<file path="src/rtl/stack_exec_unit_if.sv">
// Instruction handshake bundle between an instruction source and stack_exec_unit.
//   inst        instruction word (source -> unit)
//   inst_valid  inst is presented (source -> unit)
//   inst_ready  unit can accept inst this cycle (unit -> source)
interface stack_exec_unit_if #(
    parameter int unsigned WIDTH = 16
);
    logic [WIDTH-1:0] inst;
    logic             inst_valid;
    logic             inst_ready;

    modport master (
        output inst,
        output inst_valid,
        input  inst_ready
    );

    modport slave (
        input  inst,
        input  inst_valid,
        output inst_ready
    );
endinterface

</file>
<file path="src/rtl/stack_exec_unit.sv">
// Stack-machine execution unit: one instruction per accepted handshake against an
// internal operand stack and word-addressed data memory, with PC, load-wait and a
// sticky fault state.
//   CLK, reset      clock, asynchronous active-low reset
//   bus             instruction handshake (slave side)
//   getinData       value pushed by getin
//   clear_fault     leaves FAULT when pulsed
//   newPC           program counter
//   stackWriteData  last value written onto the stack
//   stack_top       current top of stack, 0 when empty
//   stack_count     occupied stack entries
//   fault           sticky fault flag
//   fault_code      01 overflow, 10 underflow, 11 illegal opcode
module stack_exec_unit #(
    parameter int unsigned WIDTH       = 16,
    parameter int unsigned STACK_DEPTH = 16,
    parameter int unsigned MEM_AW      = 8,
    parameter int unsigned PC_RESET    = 0
) (
    input  logic                                  CLK,
    input  logic                                  reset,
    stack_exec_unit_if.slave                      bus,
    input  logic [WIDTH-1:0]                      getinData,
    input  logic                                  clear_fault,
    output logic [WIDTH-1:0]                      newPC,
    output logic [WIDTH-1:0]                      stackWriteData,
    output logic [WIDTH-1:0]                      stack_top,
    output logic [$clog2(STACK_DEPTH+1)-1:0]      stack_count,
    output logic                                  fault,
    output logic [1:0]                            fault_code
);
    localparam int unsigned CW    = $clog2(STACK_DEPTH + 1);
    localparam int unsigned IW    = (STACK_DEPTH > 1) ? $clog2(STACK_DEPTH) : 1;
    localparam int unsigned IMMW  = WIDTH - 4;
    localparam int unsigned MEMSZ = 2 ** MEM_AW;

    localparam logic [3:0] OP_ALU   = 4'h0;
    localparam logic [3:0] OP_J     = 4'h3;
    localparam logic [3:0] OP_POPM  = 4'h5;
    localparam logic [3:0] OP_PUSHM = 4'h6;
    localparam logic [3:0] OP_PUSHI = 4'h7;
    localparam logic [3:0] OP_LUI   = 4'h8;

    localparam logic [3:0] FN_NOP   = 4'd0;
    localparam logic [3:0] FN_ADD   = 4'd1;
    localparam logic [3:0] FN_SUB   = 4'd2;
    localparam logic [3:0] FN_GETIN = 4'd4;
    localparam logic [3:0] FN_DROP  = 4'd5;

    localparam logic [1:0] FC_NONE = 2'b00;
    localparam logic [1:0] FC_OVF  = 2'b01;
    localparam logic [1:0] FC_UNF  = 2'b10;
    localparam logic [1:0] FC_ILL  = 2'b11;

    typedef enum logic [1:0] {RUN, LOAD, FAULT} state_t;

    state_t            state_q, state_d;
    logic [WIDTH-1:0]  pc_q, pc_d;
    logic [CW-1:0]     cnt_q, cnt_d;
    logic [WIDTH-1:0]  top_q, top_d;
    logic [WIDTH-1:0]  swd_q, swd_d;
    logic              fault_q, fault_d;
    logic [1:0]        code_q, code_d;
    logic              ready_q, ready_d;

    logic [WIDTH-1:0]  stk [STACK_DEPTH];
    logic [WIDTH-1:0]  mem [MEMSZ];
    logic [WIDTH-1:0]  rd_q;

    logic              stk_we;
    logic [IW-1:0]     stk_widx;
    logic [WIDTH-1:0]  stk_wdata;
    logic              mem_we;
    logic              mem_rd;

    logic [3:0]        op;
    logic [IMMW-1:0]   imm;
    logic [3:0]        funct;
    logic [MEM_AW-1:0] mem_addr;
    logic              full;
    logic [WIDTH-1:0]  below;
    logic [1:0]        code_c;
    logic              push_c;
    logic [WIDTH-1:0]  push_val;

    assign op       = bus.inst[WIDTH-1:WIDTH-4];
    assign imm      = bus.inst[IMMW-1:0];
    assign funct    = imm[3:0];
    assign mem_addr = imm[MEM_AW-1:0];
    assign full     = (cnt_q == CW'(STACK_DEPTH));
    // Entry under the top: ALU operand a, and the new top after a pop.
    assign below    = (cnt_q >= CW'(2)) ? stk[IW'(cnt_q - CW'(2))] : '0;

    // Next-state, datapath control and output update.
    always_comb begin
        state_d   = state_q;
        pc_d      = pc_q;
        cnt_d     = cnt_q;
        top_d     = top_q;
        swd_d     = swd_q;
        fault_d   = fault_q;
        code_d    = code_q;
        stk_we    = 1'b0;
        stk_widx  = '0;
        stk_wdata = '0;
        mem_we    = 1'b0;
        mem_rd    = 1'b0;
        code_c    = FC_NONE;
        push_c    = 1'b0;
        push_val  = '0;

        unique case (state_q)
            RUN: begin
                if (bus.inst_valid) begin
                    // Fault classification happens before any side effect.
                    unique case (op)
                        OP_ALU: begin
                            unique case (funct)
                                FN_NOP:         code_c = FC_NONE;
                                FN_ADD, FN_SUB: if (cnt_q < CW'(2)) code_c = FC_UNF;
                                FN_GETIN:       if (full) code_c = FC_OVF;
                                FN_DROP:        if (cnt_q < CW'(1)) code_c = FC_UNF;
                                default:        code_c = FC_ILL;
                            endcase
                        end
                        OP_J:                         code_c = FC_NONE;
                        OP_POPM:                      if (cnt_q < CW'(1)) code_c = FC_UNF;
                        OP_PUSHM, OP_PUSHI, OP_LUI:   if (full) code_c = FC_OVF;
                        default:                      code_c = FC_ILL;
                    endcase

                    if (code_c != FC_NONE) begin
                        fault_d = 1'b1;
                        code_d  = code_c;
                        state_d = FAULT;
                    end else begin
                        pc_d = pc_q + WIDTH'(2);
                        unique case (op)
                            OP_ALU: begin
                                if (funct == FN_ADD || funct == FN_SUB) begin
                                    stk_we    = 1'b1;
                                    stk_widx  = IW'(cnt_q - CW'(2));
                                    stk_wdata = (funct == FN_ADD) ? below + top_q : below - top_q;
                                    cnt_d     = cnt_q - CW'(1);
                                    top_d     = stk_wdata;
                                    swd_d     = stk_wdata;
                                end else if (funct == FN_GETIN) begin
                                    push_c   = 1'b1;
                                    push_val = getinData;
                                end else if (funct == FN_DROP) begin
                                    cnt_d = cnt_q - CW'(1);
                                    top_d = below;
                                end
                            end
                            OP_J:     pc_d = WIDTH'({imm, 1'b0});
                            OP_POPM: begin
                                mem_we = 1'b1;
                                cnt_d  = cnt_q - CW'(1);
                                top_d  = below;
                            end
                            OP_PUSHM: begin
                                mem_rd  = 1'b1;
                                state_d = LOAD;
                            end
                            OP_PUSHI: begin
                                push_c   = 1'b1;
                                push_val = WIDTH'(imm);
                            end
                            OP_LUI: begin
                                push_c   = 1'b1;
                                push_val = WIDTH'({imm, {(WIDTH-4){1'b0}}});
                            end
                            default: ;
                        endcase
                    end
                end
            end
            LOAD: begin
                // Overflow was ruled out when the load was accepted.
                push_c   = 1'b1;
                push_val = rd_q;
                state_d  = RUN;
            end
            FAULT: begin
                if (clear_fault) begin
                    state_d = RUN;
                    fault_d = 1'b0;
                    code_d  = FC_NONE;
                end
            end
            default: state_d = RUN;
        endcase

        if (push_c) begin
            stk_we    = 1'b1;
            stk_widx  = IW'(cnt_q);
            stk_wdata = push_val;
            cnt_d     = cnt_q + CW'(1);
            top_d     = push_val;
            swd_d     = push_val;
        end

        ready_d = (state_d == RUN);
    end

    // Control and output registers.
    always_ff @(posedge CLK or negedge reset) begin
        if (!reset) begin
            state_q <= RUN;
            pc_q    <= WIDTH'(PC_RESET);
            cnt_q   <= '0;
            top_q   <= '0;
            swd_q   <= '0;
            fault_q <= 1'b0;
            code_q  <= FC_NONE;
            ready_q <= 1'b1;
        end else begin
            state_q <= state_d;
            pc_q    <= pc_d;
            cnt_q   <= cnt_d;
            top_q   <= top_d;
            swd_q   <= swd_d;
            fault_q <= fault_d;
            code_q  <= code_d;
            ready_q <= ready_d;
        end
    end

    // Storage arrays; contents survive reset.
    always_ff @(posedge CLK) begin
        if (stk_we) stk[stk_widx] <= stk_wdata;
        if (mem_we) mem[mem_addr] <= top_q;
        if (mem_rd) rd_q <= mem[mem_addr];
    end

    assign bus.inst_ready = ready_q;
    assign newPC          = pc_q;
    assign stackWriteData = swd_q;
    assign stack_top      = top_q;
    assign stack_count    = cnt_q;
    assign fault          = fault_q;
    assign fault_code     = code_q;
endmodule

</file>
<file path="src/flat_wrapper.sv">
// flat-port wrapper written by rule: the top's interface ports become plain ports
module stack_exec_unit_flat 
#(
    parameter int unsigned WIDTH       = 16,
    parameter int unsigned STACK_DEPTH = 16,
    parameter int unsigned MEM_AW      = 8,
    parameter int unsigned PC_RESET    = 0
)
  (CLK, reset, getinData, clear_fault, newPC, stackWriteData, stack_top, stack_count, fault, fault_code, bus_inst, bus_inst_valid, bus_inst_ready);
  stack_exec_unit_if #(.WIDTH(WIDTH)) bus_i ();
  input  logic CLK;
  input  logic reset;
  input  logic [WIDTH-1:0] getinData;
  input  logic clear_fault;
  output logic [WIDTH-1:0] newPC;
  output logic [WIDTH-1:0] stackWriteData;
  output logic [WIDTH-1:0] stack_top;
  output logic [$clog2(STACK_DEPTH+1)-1:0] stack_count;
  output logic fault;
  output logic [1:0] fault_code;
  input wire logic [$bits(bus_i.inst)-1:0] bus_inst;
  input wire logic [$bits(bus_i.inst_valid)-1:0] bus_inst_valid;
  output wire logic [$bits(bus_i.inst_ready)-1:0] bus_inst_ready;
  assign bus_i.inst = bus_inst;
  assign bus_i.inst_valid = bus_inst_valid;
  assign bus_inst_ready = bus_i.inst_ready;
  stack_exec_unit #(.WIDTH(WIDTH), .STACK_DEPTH(STACK_DEPTH), .MEM_AW(MEM_AW), .PC_RESET(PC_RESET)) u_core (.CLK(CLK), .reset(reset), .bus(bus_i), .getinData(getinData), .clear_fault(clear_fault), .newPC(newPC), .stackWriteData(stackWriteData), .stack_top(stack_top), .stack_count(stack_count), .fault(fault), .fault_code(fault_code));
endmodule
</file>
<file path="config.mk">
export PLATFORM = sky130hd
export DESIGN_NAME = stack_exec_unit_flat
export DESIGN_NICKNAME = d
export VERILOG_FILES = /design/src/rtl/stack_exec_unit_if.sv /design/src/rtl/stack_exec_unit.sv /design/src/flat_wrapper.sv
export SDC_FILE = /design/constraint.sdc
export NUM_CORES = 2
export LEC_CHECK = 0
export BUFFER_PORTS_ARGS = -buffer_cell sky130_fd_sc_hd__buf_4
export CELL_PAD_IN_SITES_DETAIL_PLACEMENT = 1
export CELL_PAD_IN_SITES_GLOBAL_PLACEMENT = 1
export CORE_MARGIN = 4
export CORE_UTILIZATION = 50
export DETAILED_ROUTE_END_ITERATION = 16
export HOLD_SLACK_MARGIN = 0.03
export PLACE_DENSITY = 0.7
export SLEW_MARGIN = 25
export SYNTH_ARGS = -nofsm -noshare
export SYNTH_HDL_FRONTEND = slang
export SYNTH_MEMORY_MAX_BITS = 65536
export SYNTH_SLANG_ARGS = --single-unit
</file>
<file path="constraint.sdc">
create_clock -name CLK -period 8.2 [get_ports CLK]
set_input_delay 1.64 -clock CLK [delete_from_list [all_inputs] [get_ports CLK]]
set_output_delay 1.64 -clock CLK [all_outputs]
set_load 0.1 [all_outputs]
</file>
After elaboration in Yosys (flattened, before gate mapping) --
Memories as Yosys holds them, arrays and structs flattened. A register that Yosys moved wholly into a read port is not among the register bits. Cells that the tools add are included. W data, S select, Z words.
Storage, ports and cells: bits in registers 59, bits in writable memories 4352, ROM bits 0, bits in latches 0, memories 2, bits of input ports 36
Operators by class: shifts and indexed selects 0, divide/modulo/power cells 0, muxes and demuxes 87, add/subtract/negate cells 6, order comparisons 3, reductions and logical operators 19, multipliers 0, equality and inequality tests 18, bitwise gates (word level) 1
Memories:
- u_core.mem | depth 256, width 16, rd ports 1, clocked after Yosys merged registers in 1, wr ports 1, RTL line stack_exec_unit.sv:67 | logic [WIDTH-1:0] mem [MEMSZ];
- u_core.stk | depth 16, width 16, rd ports 1, clocked after Yosys merged registers in 0, wr ports 1, RTL line stack_exec_unit.sv:66 | logic [WIDTH-1:0] stk [STACK_DEPTH];
Operator list (number):
- $mux W16 | 26
- $pmux W16 S2 | 2
- $pmux W16 S3 | 1
- $mux W5 | 7
- $mux W1 | 26
- $mux W4 | 6
- $mux W2 | 11
- $eq A4 B3 Y1 const B | 5
- $add A16 B16 Y16 | 1
- $add A16 B2 Y16 const B | 1
- $pmux W2 S4 | 2
- $sub A16 B16 Y16 | 1
- $reduce_bool A2 Y1 | 6
- $pmux W5 S2 | 1
- $eq A4 B2 Y1 const B | 2
- $logic_not A4 Y1 | 2
- $pmux W2 S2 | 2
- $pmux W1 S2 | 3
- $reduce_and A6 Y1 | 1
- $add A5 B1 Y5 const B | 1
- $eq A5 B5 Y1 const B | 1
- $ge A5 B2 Y1 const B | 1
- $lt A5 B1 Y1 const B | 1
- $lt A5 B2 Y1 const B | 1
- 19 further kinds | 23

Logic depth before layout (Yosys ltp) --
depth in word-level cells 13, gate-level depth with buffers 20, gate-level depth less buffers 15

Least setup slack after synthesis --
Ideal clock, no wire load.
path kind register to register, start reg u_core.top_q[1] (netlist: u_core.stack_top[1]), end mem u_core.stk[0][13], data pin, cell stages (with the launch flop) 17, setup time 0.277 ns, arrival 7.118 ns, path buffers 1, clock period less this slack 7.394 ns, setup slack 0.806 ns, cell sequence dfrtp_1 -> inv_1 -> ha_1 -> nand2_1 -> nor3_1 -> a21oi_1 -> xor2_1 -> ha_1 -> clkbuf_1 -> a211oi_1 -> nor2_1 -> a211oi_1 -> o311a_1 -> nor2_1 -> xor2_1 -> a21oi_1 -> nor2_1
Between the ends: word-level cells in the longest chain between the ends 8, elaborated cells on any way between the ends 9
Ends and longest elaborated chain:
- from (decl) | RTL line stack_exec_unit.sv:60 | logic [WIDTH-1:0] top_q, top_d;
- from (signal assigned) | RTL line stack_exec_unit.sv:221 | top_q <= top_d;
- $sub A16 B16 Y16 or $add A16 B16 Y16 (tied branches) | RTL line stack_exec_unit.sv:143 | stk_wdata = (funct == FN_ADD) ? below + top_q : below - top_q;
- $mux W16 (*) | RTL line stack_exec_unit.sv:143
- $mux W16 (*) | RTL line stack_exec_unit.sv:140 | if (funct == FN_ADD || funct == FN_SUB) begin
- $mux W16 (*) | RTL line stack_exec_unit.sv:138 | unique case (op)
- $mux W16 (*) | RTL line stack_exec_unit.sv:132 | if (code_c != FC_NONE) begin
- $mux W16 (*) | RTL line stack_exec_unit.sv:114 | if (bus.inst_valid) begin
- $mux W16 (*) | RTL line stack_exec_unit.sv:112 | unique case (state_q)
- $mux W16 (*) | RTL line stack_exec_unit.sv:194 | if (push_c) begin
- net u_core.stk_wdata[13] | RTL line stack_exec_unit.sv:72 | logic [WIDTH-1:0] stk_wdata;
- to (decl) | RTL line stack_exec_unit.sv:66
The timed path passes the listed nets; every way through them passes the cells marked *.

Final worst setup path --
start reg u_core.cnt_q[0] (netlist: u_core.stack_count[0]), end mem u_core.mem[229][12], enable pin
Between the ends: word-level cells in the longest chain between the ends 12, elaborated cells on any way between the ends 16
Ends and longest elaborated chain:
- from (decl) | RTL line stack_exec_unit.sv:59 | logic [CW-1:0] cnt_q, cnt_d;
- from (signal assigned) | RTL line stack_exec_unit.sv:220 | cnt_q <= cnt_d;
- $lt A5 B1 Y1 (tied with other cells) | RTL line stack_exec_unit.sv:122, stack_exec_unit.sv:127
- $mux W2 (tied with other cells) | RTL line stack_exec_unit.sv:122, stack_exec_unit.sv:127
- $pmux W2 S4 | RTL line stack_exec_unit.sv:118 | unique case (funct)
- $pmux W2 S4 (*) | RTL line stack_exec_unit.sv:116 | unique case (op)
- $mux W2 (*) | RTL line stack_exec_unit.sv:114
- $mux W2 (*) | RTL line stack_exec_unit.sv:112
- $reduce_bool A2 Y1 (*) | RTL line stack_exec_unit.sv:132
- $mux W1 (*) | RTL line stack_exec_unit.sv:132
- $mux W1 (*) | RTL line stack_exec_unit.sv:114
- $mux W1 (*) | RTL line stack_exec_unit.sv:112
- $mux W1 (*) | RTL line stack_exec_unit.sv:232 | if (mem_we) mem[mem_addr] <= top_q;
- $mux W1 (implied by the code) (*) | RTL line stack_exec_unit.sv:232
- to (decl) | RTL line stack_exec_unit.sv:67
Every way passes the cells marked *; elsewhere a longest branch is shown, timed or not. The select of a mux whose other input is x is not followed.

==> flow_summary.ini <==
[run_status]
status = finished clean

[synth]
syn-num-nets = 7444
synthTopCellsByArea = edfxtp_1, mux4_2, dfrtp_1
synth_xor_area_frac = 0.00168
syn-instance-count = 7383
synth_compound_area_frac = 0.0138
synthSimpleGateAreaFrac = 0.0182
synth_fa_ha_area_frac = 0.00187
synth_top_family_by_area = multiplexers
synth_edf_count = 4368
synth-main-ff-cell = edfxtp_1
netlist_area_um2 = 172000
synth_seq_cells = 4426
avgSynthCellArea_um2 = 23.3
yosysTopAreaCellShare = 0.764
ys_warn_count = 0
seq_area_frac_synth = 0.772
synth.largest_area_cell = edfxtp_1
synth.distinct_cells = 73
synthArstFlopShare = 0.0131
synthMuxAreaShare = 0.179

[floorplan]
core-area_um2 = 341000
core.rowCount = 214
dieArea_um2 = 353000
die_h_um = 594
die_w_um = 594
io_pins = 93
start_util = 0.504

[clock_network]
postCtsHoldBufs = 0
cts_setup_buffers = 0
cts_buffers = 439
cts-htree-levels = 5
cts.sinks = 4426
clk_latency_ns = 1.00
clockRootBuffer = clkbuf_16
path_clk_slew_ns = 0.06
cts-resized-gates = 0
cts_tree = built
clockBufferDepth = 4

[routing]
route.detailed.drc = 0
vias_per_cell = 6.59
drtPass1Iterations = 5
routed_wl_mm = 486
wire_per_inst_um = 38.1
vias = 84000
drtIter0Drc = 12900
ant_nets = 0

[timing]
finalSetupTns_ns = 0
tightest_slew_ns = 1.24
rsz0062_at_grt = no
slew_headroom = 0.174
hold_viol = 0
clock_skew_ns = 0.0488
slew_violations = 0
fin_crit_sh = 0.752
setup_viol = 0
min_period_ns = 6.17
max_freq_mhz = 162

[global_routing]
grt_pass1_vias = 85700
antenna_found_initial = 34
grt_use_total = 0.275
grt_pass1_wl_mm = 685
grt_overflow = 0
grt_max_degree = 201

[setup_path]
crit_family = simple AND/OR/NAND/NOR gates
arrival_ns = 6.84
slowest_stage = dfrtp_4
crit_chain = inv_1 > ha_1 > o2111ai_1 > a2bb2oi_2 > and3_1 > buf_4 > nand2_1 > buf_4 > nor2_1 > nand2_2 > buf_4 > nor2_1 > buf_4
critPathRequiredTime_ns = 8.87
end_kind = flip-flop
crit_top_cell = buf_4
path_max_fanout = 43
cp_num_buf_inv = 5
start_kind = flip-flop
path_class = flip-flop to flip-flop
slowest_delay_ns = 1.00

[run]
cap_violations = 0

[final_layout]
layout-drive-gt1-share = 0.329
final_area_um2 = 194000
final_common_cell = edfxtp_1
nNetsFinal = 7897
mostFrequentLayoutCells = edfxtp_1, mux4_2, clkbuf_16, buf_4, nor2_2
area_delta_synth_final_pct = 13.2

[power_and_ir_drop]
power.density_nw_per_um2 = 300
clock_power_share = 0.348
switchingPower_mw = 16.4
leakagePower_nw = 60.0
swShare = 0.281
combinationalPowerShare = 0.157
ir_worst_vdd_v = 0.000414
p_int_mw = 41.9
p_seq_frac = 0.494

[placement]
post_dp_cell_area_um2 = 180000
io_buffer_count = 91
dpl.hpwl_mm = 296
place.gp.congestion = 0.893

[hold_path]
hp-class = flip-flop to flip-flop
stage by stage:
step | power, mW | hold WS, ns | setup slack (ns) | util | cells
3_5_place_dp | 38.5 | 0.496 | 1.25 | 0.527 | 11900
5_1_grt | 60.1 | 0.527 | 1.72 | 0.570 | 12700
2_1_floorplan | 34.8 | 0.456 | 0.806 | - | 7383
3_3_place_gp | 38.0 | 0.491 | 1.24 | 0.527 | 11900
4_1_cts | 58.6 | 0.510 | 2.09 | 0.569 | 12700
6_report | 58.3 | 0.502 | 2.03 | 0.570 | 12800
synth_stat cells, drive strengths merged, types with 3 or more instances:
cell type     n
a211o         3
nor3b         3
a211oi        8
nor4          3
nand2b       16
mux4       1340
and3          9
a21o          7
nor2b        29
xor2         13
or3           9
o22ai        16
a31oi         9
o211ai        6
edfxtp     4368
clkbuf      174
or4           7
o21ai        56
nand3        50
ha           24
mux2i        54
dfrtp        57
nand4        14
o21a          6
a221oi        8
a21oi       101
xnor2        20
inv          14
a32oi        18
a2111oi       3
o31ai        11
nor2        379
a21boi        3
o32ai         4
a22oi        63
a22o         13
nor3         33
mux2          5
and2         10
nand2       144
buf         239
cell families after synthesis:
kind of cell	count (synthesis)
buffers and inverters	427
AO/OA/AOI/OAI	353
adder cells (fa/ha/maj)	25
multiplexers	1399
flip-flops	4426
XOR/XNOR	33
AND/OR/NAND/NOR	719
other	1
flip-flops by register name, indices dropped and copies added (netlist names):
register and flops:
u_core.newPC 15, u_core.stk 256, u_core.stack_top 16, u_core.rd_q 16, u_core.fault 1, u_core.mem 4096
u_core.bus.inst_ready 1, u_core.stack_count 5, u_core.state_q 2, u_core.fault_code 2, u_core.stackWriteData 16
final cells by class:
type | count | area (um2)
diodes | 12 | 30.0
clock buffers | 517 | 11400
clock inverters | 295 | 3040
fillers | 28100 | 147000
inverters | 14 | 52.6
multi-input cells | 2530 | 37900
flip-flops and latches | 4426 | 133000
well taps | 4536 | 5680
repair buffers | 425 | 3540
final timing paths:
check                                                        from                                to  slack [ns]  cells past startpoint
worst min-delay path                     u_core.fault$_DFFE_PN0P_          u_core.fault$_DFFE_PN0P_        0.50                      1
max in group asynchronous                                   reset  u_core.stack_top[11]$_DFFE_PN0P_        6.71                      1
worst max-delay path            u_core.stack_count[0]$_DFFE_PN0P_     u_core.mem[229][12]$_DFFE_PP_        2.03                     13
worst max register to register  u_core.stack_count[0]$_DFFE_PN0P_     u_core.mem[229][12]$_DFFE_PP_        2.03                     13
worst min register to register           u_core.fault$_DFFE_PN0P_          u_core.fault$_DFFE_PN0P_        0.50                      1
min in group asynchronous                                   reset       u_core.newPC[5]$_DFFE_PN0P_        0.78                      1
power groups by stage:
stage | clock network (mW) | registers [mW] | logic [mW]
finish | 20.3 | 28.8 | 9.17
global route | 21.6 | 28.9 | 9.65
CTS | 20.6 | 28.8 | 9.16
detailed placement | 0 | 29.3 | 9.15
global placement | 0 | 29.3 | 8.76
floorplan | 0 | 31.8 | 3.00
layer usage:
metal  up-vias  track usage  share of wire
met3       805       0.0568           0.10
met1     45600        0.392           0.38
met2      5056        0.427           0.48
met5         -            0        0.00017
met4        12       0.0981          0.041
li1      32500            -              -
Note: power is estimated with default switching activity, not from simulation.
